==> config.mk <==
export PLATFORM = sky130hd
export DESIGN_NAME = cpu_ifetch_flat
export DESIGN_NICKNAME = d
export VERILOG_FILES = /design/src/rtl/cpu_ifetch_pkg.sv /design/src/rtl/cpu_ifetch_if.sv /design/src/rtl/cpu_ifetch_queue.sv /design/src/rtl/cpu_ifetch.sv /design/src/flat_wrapper.sv
export SDC_FILE = /design/constraint.sdc
export NUM_CORES = 1
export LEC_CHECK = 0
export BUFFER_PORTS_ARGS = -buffer_cell sky130_fd_sc_hd__buf_2
export CORE_ASPECT_RATIO = 0.75
export CORE_MARGIN = 3
export CORE_UTILIZATION = 40
export DETAILED_ROUTE_END_ITERATION = 12
export GPL_ROUTABILITY_DRIVEN = 0
export SLEW_MARGIN = 20
export SYNTH_ARGS = -nofsm -noshare
export SYNTH_HDL_FRONTEND = slang
export SYNTH_SLANG_ARGS = --single-unit
==> constraint.sdc <==
create_clock -name clk_i -period 13.93 [get_ports clk_i]
set_input_delay 1.393 -clock clk_i [delete_from_list [all_inputs] [get_ports clk_i]]
set_output_delay 1.393 -clock clk_i [all_outputs]
set_load 0.02 [all_outputs]
==> src/rtl/cpu_ifetch_pkg.sv <==
// Shared fetch definitions: reset vector, queue depth, memory FSM states and the
// long-form opcode classifier that cpu_decode also relies on.
package cpu_ifetch_pkg;

  localparam logic [31:0] RESET_VECTOR_DEFAULT = 32'h0000_1000;
  localparam int          QDEPTH_DEFAULT       = 8;

  typedef enum logic [1:0] {
    MEM_IDLE,
    MEM_REQ,
    MEM_FLUSH
  } memState_e;

  // Long forms carry a 32-bit immediate in the two halfwords after the opcode.
  function automatic logic isLongOp(input logic [7:0] opc8);
    case (opc8)
      8'h01, 8'h03, 8'h08, 8'h09, 8'h0C, 8'h0D, 8'h1A, 8'h1B, 8'h1D,
      8'h1F, 8'h20, 8'h22, 8'h24, 8'h30, 8'h36, 8'h37, 8'h38, 8'h39:
        isLongOp = 1'b1;
      default:
        isLongOp = 1'b0;
    endcase
  endfunction

endpackage

==> src/rtl/cpu_ifetch_if.sv <==
// Instruction memory read bus: single outstanding request, stb held until ack.
interface cpu_ifetch_if;

  logic [31:0] address;
  logic        stb;
  logic        ack;
  logic [31:0] data;

  modport master (output address, output stb, input ack, input data);
  modport slave  (input address, input stb, output ack, output data);

endinterface

==> src/rtl/cpu_ifetch_queue.sv <==
// Halfword FIFO between the memory side and the instruction aligner:
// up to two writes and up to three reads per cycle, with a separate fill count.
module cpu_ifetch_queue #(
  parameter int DEPTH = 8
) (
  input  logic                       clk_i,
  input  logic                       rst_i,
  input  logic                       i_clear,
  input  logic [1:0]                 i_wrCount,
  input  logic [15:0]                i_wrHw0,
  input  logic [15:0]                i_wrHw1,
  input  logic [1:0]                 i_popCount,
  output logic [15:0]                o_hw0,
  output logic [15:0]                o_hw1,
  output logic [15:0]                o_hw2,
  output logic [$clog2(DEPTH+1)-1:0] o_count
);

  localparam int AW = $clog2(DEPTH);
  localparam int CW = $clog2(DEPTH + 1);

  logic [15:0]   r_mem [DEPTH];
  logic [AW-1:0] r_rdPtr;
  logic [AW-1:0] r_wrPtr;
  logic [CW-1:0] r_count;
  logic [AW-1:0] w_rd1;
  logic [AW-1:0] w_rd2;
  logic [AW-1:0] w_wr1;

  assign w_rd1 = r_rdPtr + AW'(1);
  assign w_rd2 = r_rdPtr + AW'(2);
  assign w_wr1 = r_wrPtr + AW'(1);

  assign o_hw0   = r_mem[r_rdPtr];
  assign o_hw1   = r_mem[w_rd1];
  assign o_hw2   = r_mem[w_rd2];
  assign o_count = r_count;

  // Pointers wrap naturally at DEPTH; the caller guarantees no overflow or underflow.
  always_ff @(posedge clk_i) begin
    if (rst_i || i_clear) begin
      r_rdPtr <= '0;
      r_wrPtr <= '0;
      r_count <= '0;
    end else begin
      if (i_wrCount != 2'd0) r_mem[r_wrPtr] <= i_wrHw0;
      if (i_wrCount == 2'd2) r_mem[w_wr1]   <= i_wrHw1;
      r_wrPtr <= r_wrPtr + AW'(i_wrCount);
      r_rdPtr <= r_rdPtr + AW'(i_popCount);
      r_count <= r_count + CW'(i_wrCount) - CW'(i_popCount);
    end
  end

endmodule

==> src/rtl/cpu_ifetch.sv <==
// Instruction fetch/align: word fetch FSM with branch flush, halfword queue,
// and a registered one-instruction output stage for cpu_decode.
module cpu_ifetch
  import cpu_ifetch_pkg::*;
#(
  parameter logic [31:0] RESET_VECTOR = RESET_VECTOR_DEFAULT,
  parameter int          QDEPTH       = QDEPTH_DEFAULT
) (
  input  logic                clk_i,
  input  logic                rst_i,
  input  logic                stall_i,
  input  logic                branch_flag_i,
  input  logic [31:0]         branch_target_i,
  cpu_ifetch_if.master        imem,
  output logic [15:0]         opcode_o,
  output logic [31:0]         operand_o,
  output logic                valid_o,
  output logic [31:0]         pc_o
);

  localparam int CW = $clog2(QDEPTH + 1);

  memState_e     r_state;
  logic          r_stb;
  logic [31:0]   r_addr;
  logic [31:0]   r_ptr;
  logic          r_skip;
  logic [31:0]   r_headPc;
  logic [15:0]   r_opcode;
  logic [31:0]   r_operand;
  logic          r_valid;
  logic [31:0]   r_pc;

  logic [15:0]   w_hw0, w_hw1, w_hw2;
  logic [CW-1:0] w_count;
  logic [CW-1:0] w_nextCount;
  logic          w_long, w_complete, w_advance, w_ackWrite;
  logic [1:0]    w_wrCount, w_popCount;
  logic [31:0]   w_targetWord, w_targetHw;

  assign w_targetWord = branch_target_i & ~32'd3;
  assign w_targetHw   = branch_target_i & ~32'd1;

  assign w_long     = isLongOp(w_hw0[15:8]);
  assign w_complete = (w_count >= CW'(1)) && (!w_long || (w_count >= CW'(3)));
  assign w_advance  = !r_valid || !stall_i;
  assign w_popCount = (!branch_flag_i && w_advance && w_complete) ? (w_long ? 2'd3 : 2'd1) : 2'd0;

  // The first word after a redirect to an odd halfword contributes only its lower half.
  assign w_ackWrite  = (r_state == MEM_REQ) && imem.ack && !branch_flag_i;
  assign w_wrCount   = w_ackWrite ? (r_skip ? 2'd1 : 2'd2) : 2'd0;
  assign w_nextCount = w_count + CW'(w_wrCount) - CW'(w_popCount);

  cpu_ifetch_queue #(.DEPTH(QDEPTH)) u_queue (
    .clk_i      (clk_i),
    .rst_i      (rst_i),
    .i_clear    (branch_flag_i),
    .i_wrCount  (w_wrCount),
    .i_wrHw0    (r_skip ? imem.data[15:0] : imem.data[31:16]),
    .i_wrHw1    (imem.data[15:0]),
    .i_popCount (w_popCount),
    .o_hw0      (w_hw0),
    .o_hw1      (w_hw1),
    .o_hw2      (w_hw2),
    .o_count    (w_count)
  );

  // Memory FSM: FLUSH keeps the stale request on the bus until its ack is swallowed.
  always_ff @(posedge clk_i) begin
    if (rst_i) begin
      r_state <= MEM_IDLE;
      r_stb   <= 1'b0;
      r_addr  <= RESET_VECTOR & ~32'd3;
      r_ptr   <= RESET_VECTOR & ~32'd3;
      r_skip  <= 1'b0;
    end else if (branch_flag_i) begin
      r_ptr  <= w_targetWord;
      r_skip <= branch_target_i[1];
      if (r_state != MEM_IDLE && !imem.ack) begin
        r_state <= MEM_FLUSH;
      end else begin
        r_state <= MEM_REQ;
        r_stb   <= 1'b1;
        r_addr  <= w_targetWord;
      end
    end else begin
      case (r_state)
        MEM_IDLE: begin
          if (w_count <= CW'(QDEPTH - 2)) begin
            r_state <= MEM_REQ;
            r_stb   <= 1'b1;
            r_addr  <= r_ptr;
          end
        end
        MEM_REQ: begin
          if (imem.ack) begin
            r_ptr  <= r_ptr + 32'd4;
            r_skip <= 1'b0;
            if (w_nextCount <= CW'(QDEPTH - 2)) begin
              r_addr <= r_ptr + 32'd4;
            end else begin
              r_state <= MEM_IDLE;
              r_stb   <= 1'b0;
            end
          end
        end
        MEM_FLUSH: begin
          if (imem.ack) begin
            r_state <= MEM_REQ;
            r_addr  <= r_ptr;
          end
        end
        default: begin
          r_state <= MEM_IDLE;
          r_stb   <= 1'b0;
        end
      endcase
    end
  end

  always_ff @(posedge clk_i) begin
    if (rst_i) begin
      r_valid   <= 1'b0;
      r_opcode  <= 16'h0000;
      r_operand <= 32'h0000_0000;
      r_pc      <= 32'h0000_0000;
      r_headPc  <= RESET_VECTOR;
    end else if (branch_flag_i) begin
      r_valid  <= 1'b0;
      r_headPc <= w_targetHw;
    end else if (w_advance) begin
      if (w_complete) begin
        r_valid   <= 1'b1;
        r_opcode  <= w_hw0;
        r_operand <= w_long ? {w_hw1, w_hw2} : 32'h0000_0000;
        r_pc      <= r_headPc;
        r_headPc  <= r_headPc + (w_long ? 32'd6 : 32'd2);
      end else begin
        r_valid <= 1'b0;
      end
    end
  end

  assign imem.address = r_addr;
  assign imem.stb     = r_stb;
  assign opcode_o     = r_opcode;
  assign operand_o    = r_operand;
  assign valid_o      = r_valid;
  assign pc_o         = r_pc;

endmodule
==> src/flat_wrapper.sv <==
// flat-port wrapper written by rule: the top's interface ports become plain ports
module cpu_ifetch_flat import cpu_ifetch_pkg::*;
#(
  parameter logic [31:0] RESET_VECTOR = RESET_VECTOR_DEFAULT,
  parameter int          QDEPTH       = QDEPTH_DEFAULT
)
  (clk_i, rst_i, stall_i, branch_flag_i, branch_target_i, opcode_o, operand_o, valid_o, pc_o, imem_address, imem_stb, imem_ack, imem_data);
  cpu_ifetch_if imem_i ();
  input  logic clk_i;
  input  logic rst_i;
  input  logic stall_i;
  input  logic branch_flag_i;
  input  logic [31:0] branch_target_i;
  output logic [15:0] opcode_o;
  output logic [31:0] operand_o;
  output logic valid_o;
  output logic [31:0] pc_o;
  output wire logic [$bits(imem_i.address)-1:0] imem_address;
  output wire logic [$bits(imem_i.stb)-1:0] imem_stb;
  input wire logic [$bits(imem_i.ack)-1:0] imem_ack;
  input wire logic [$bits(imem_i.data)-1:0] imem_data;
  assign imem_address = imem_i.address;
  assign imem_stb = imem_i.stb;
  assign imem_i.ack = imem_ack;
  assign imem_i.data = imem_data;
  cpu_ifetch #(.RESET_VECTOR(RESET_VECTOR), .QDEPTH(QDEPTH)) u_core (.clk_i(clk_i), .rst_i(rst_i), .stall_i(stall_i), .branch_flag_i(branch_flag_i), .branch_target_i(branch_target_i), .imem(imem_i), .opcode_o(opcode_o), .operand_o(operand_o), .valid_o(valid_o), .pc_o(pc_o));
endmodule
==> flow_summary.ini <==
[timing]
setup_tns_ps = 0
rsz0062_at_grt = false
finalHoldViolations = 0
max_clock_freq_mhz = 119
finalSetupViolations = 0
slew_headroom_pct = 29.4
worst_slew_pin_slew_ps = 1060
finalClockSkew_ps = 18.2
hold_ws_ps = 451
period_minus_slack_ps = 8390
min_period_over_period_pct = 60.2
drv_slew = 0

[global_routing]
antenna_found_initial = 2
grt_max_degree = 79
overflow = 0
grt_pass1_vias = 13291
grt_first_pass_wirelength_um = 80000
track_usage_pct = 22.8

[synth]
yosysTopAreaCell = edfxtp_1
synth.distinct_cells = 61
netlist.area_leader.share_pct = 22.3
synthArstFlopShare_pct = 0
synth-edff-count = 128
synth_area_leaders = edfxtp_1 22%, dfxtp_1 21%, mux4_2 12%
ys.warnings.count = 0
syn_area_per_cell_um2 = 9.88
synth-seq-area-share_pct = 43.8
synthCells = 1745
synthFlopType = dfxtp_1
ys_seq_elements = 313
syn_area_mm2 = 0.0172

[clock_network]
clockBufferDepth = 3
clkLatencyLatePin_ps = 540
cts_hold_buf = 0
path_clk_slew_ps = 60
cts_setup_buffers = 0
cts_tree = built
numCtsBuffers = 37
cts_max_level = 2
clockRootBuffer = clkbuf_16
cts_resized = 0
cts_sinks = 313

[floorplan]
ios = 183
dieArea_mm2 = 0.0457
design.core.area_mm2 = 0.0423
die_y_um = 186
num_rows = 65
initial_utilization_pct = 40.8
die_w_um = 246

[cells_and_area]
regArea_mm2 = 0.00755
nets = 1947
area_delta_synth_final_pct = 15.9
n_antenna_cell = 0
final_core_util_pct = 47.2
fillers = 3926
multi_input_area_mm2 = 0.00904
layoutNonFillerInstCount = 2453
finalInstanceArea_mm2 = 0.0200
drive_gt1_share_pct = 21.3

[worst_setup_path]
crit_arrival_ps = 8850
max_stage_delay_ps = 890
cp_top_family = compound AO/OA/AOI/OAI gates
end_kind = flop
crit_chain = buf_4 -> mux4_2 -> mux2_2 -> maj3_2 -> o21ai_1 -> a221o_1 -> a31oi_1 -> o31ai_4 -> buf_4 -> inv_2 -> ha_1 -> inv_1 -> ha_1 -> inv_1 -> fa_1 -> xor2_1 -> o21ai_0 -> a21oi_1 -> o32a_1 -> o211ai_1 -> a21oi_1
cp_slowest_cell = o32a_1
cp.required_ps = 14390
critPathLaunchType = flop
critPathBufInv = 5
crit_fanout = 72
worst-setup-path-type = flop to flop

[placement]
dpl_cell_area_mm2 = 0.0187
dpl.cell_count = 2387
port_buffers = 178
dp_hpwl_um = 35600

[route]
vias = 14237
routed_wl_um = 53500
detail_route.vias_per_cell = 5.80
drt_iter0_drc = 1380
ant_nets = 0
firstDrtPassIters = 5
drc_errors = 0
wl_per_cell_um = 21.8

[power]
power.density_mw_per_mm2 = 151
leakage_nw = 7.50
ir_drop_mv = 0.145

[hold_path]
worstHoldPathType = flop to flop

[job]
maxCapViolations = 0

[run_status]
outcome = complete, no violations
[registers in the layout, summed over array words and instances (netlist names)]
signal and count:
u_core.imem.address 30, u_core.imem.stb 1, u_core.opcode_o 16, u_core.operand_o 32, u_core.pc_o 31, u_core.r_headPc 31, u_core.r_ptr 30, u_core.r_skip 1
u_core.r_state 2, u_core.u_queue.o_count 4, u_core.u_queue.r_mem 128, u_core.u_queue.r_rdPtr 3, u_core.u_queue.r_wrPtr 3, u_core.valid_o 1
[kinds of logic (layout without fill, tap and decap cells)]
family / Yosys count / after routing / share of synthesized area, %
simple gates: 604 / 604 / 16.1
compound gates: 371 / 371 / 13.1
flops: 313 / 313 / 43.8
mux: 188 / 188 / 17.7
buf+inv: 184 / 321 / 4.30
xor+xnor: 61 / 61 / 3.10
fa+ha+maj: 23 / 23 / 1.86
other cells: 1 / 3 / 0.0217
[through the flow]
| step | total power [mW] | setup WS [ps] |
|---|---|---|
| 2_1_floorplan | 1.72 | 8600 |
| 3_3_place_gp | 1.96 | 5810 |
| 3_5_place_dp | 1.98 | 5610 |
| 4_1_cts | 3.03 | 5580 |
| 5_1_grt | 3.16 | 4900 |
| 6_report | 3.02 | 5540 |
[synthesized netlist by cell type, drive strengths merged, types with 17 or more instances]
| cell type | number |
|---|---|
| nor2 | 255 |
| xnor2 | 32 |
| clkbuf | 93 |
| and2 | 21 |
| a211oi | 26 |
| nor4 | 33 |
| inv | 34 |
| dfxtp | 185 |
| edfxtp | 128 |
| a21oi | 215 |
| mux2i | 91 |
| o31a | 19 |
| nand2b | 25 |
| o211ai | 21 |
| nand3 | 38 |
| a2111oi | 17 |
| nor3 | 21 |
| mux4 | 92 |
| xor2 | 29 |
| buf | 57 |
| o21ai | 23 |
| nand2 | 147 |
[worst reg2reg max path, stage by stage (launching register included)]
cell	delay (ps)
dfxtp_4	750
buf_4	800
mux4_2	650
mux2_2	390
maj3_2	320
o21ai_1	120
a221o_1	210
a31oi_1	250
o31ai_4	300
buf_4	840
inv_2	450
ha_1	420
inv_1	60
ha_1	150
inv_1	50
fa_1	380
xor2_1	260
o21ai_0	240
a21oi_1	340
o32a_1	890
o211ai_1	260
a21oi_1	190
[path summary, 6_finish.rpt]
kind	cells after the start	startpoint	slack, ps	to
setup / recovery	21	u_core.u_queue.r_rdPtr[0]	5540	u_core.imem.address[10]
hold / removal	2	u_core.imem.address[5]	450	u_core.imem.address[5]
setup reg to reg	21	u_core.u_queue.r_rdPtr[0]	5540	u_core.imem.address[10]
hold reg to reg	2	u_core.imem.address[5]	450	u_core.imem.address[5]
[cell usage in the layout, fill, tap and decap left out, drive strengths merged, types with 7 or more instances in the layout]
master	netlist	layout
o31a	19	19
nor4	33	33
a211oi	26	26
or3	13	13
xnor2	32	32
buf	57	221
nor3	21	21
clkbuf	93	52
a31oi	7	7
and4	13	13
inv	34	36
mux4	92	92
nand2b	25	25
nand3	38	38
o21a	7	7
xor2	29	29
and3	16	16
nand2	147	147
ha	16	16
a21oi	215	215
dfxtp	185	185
mux2i	91	91
a21boi	9	9
a2111oi	17	17
nand4	11	11
nor2	255	255
edfxtp	128	128
o211ai	21	21
and2	21	21
o21ai	23	23
[routing by layer]
layer  GRT usage [%]  up-vias  wire length [um]
met5               0        -                26
met4            5.74        4              1090
met3            7.49       81              5930
met2            32.8      670             22300
met1            33.1     6873             24200
li1                -     6609                 -
[final cells by class]
cell class | instances | share of cell area [%]
repair buffers | 221 | 6.10
clock buffers | 52 | 5.54
well taps | 569 | 3.56
clock inverters | 14 | 1.08
flip-flops and latches | 313 | 37.8
inverters | 34 | 0.639
multi-input cells | 1250 | 45.3
[power by group]
| part | switching, mW | internal [mW] | total, mW |
|---|---|---|---|
| Combinational | 0.556 | 0.309 | 0.865 |
| Sequential | 0.0654 | 1.03 | 1.10 |
| Clock | 0.405 | 0.650 | 1.05 |
| Total | 1.03 | 1.99 | 3.02 |
(Power assumes the default switching activity.)
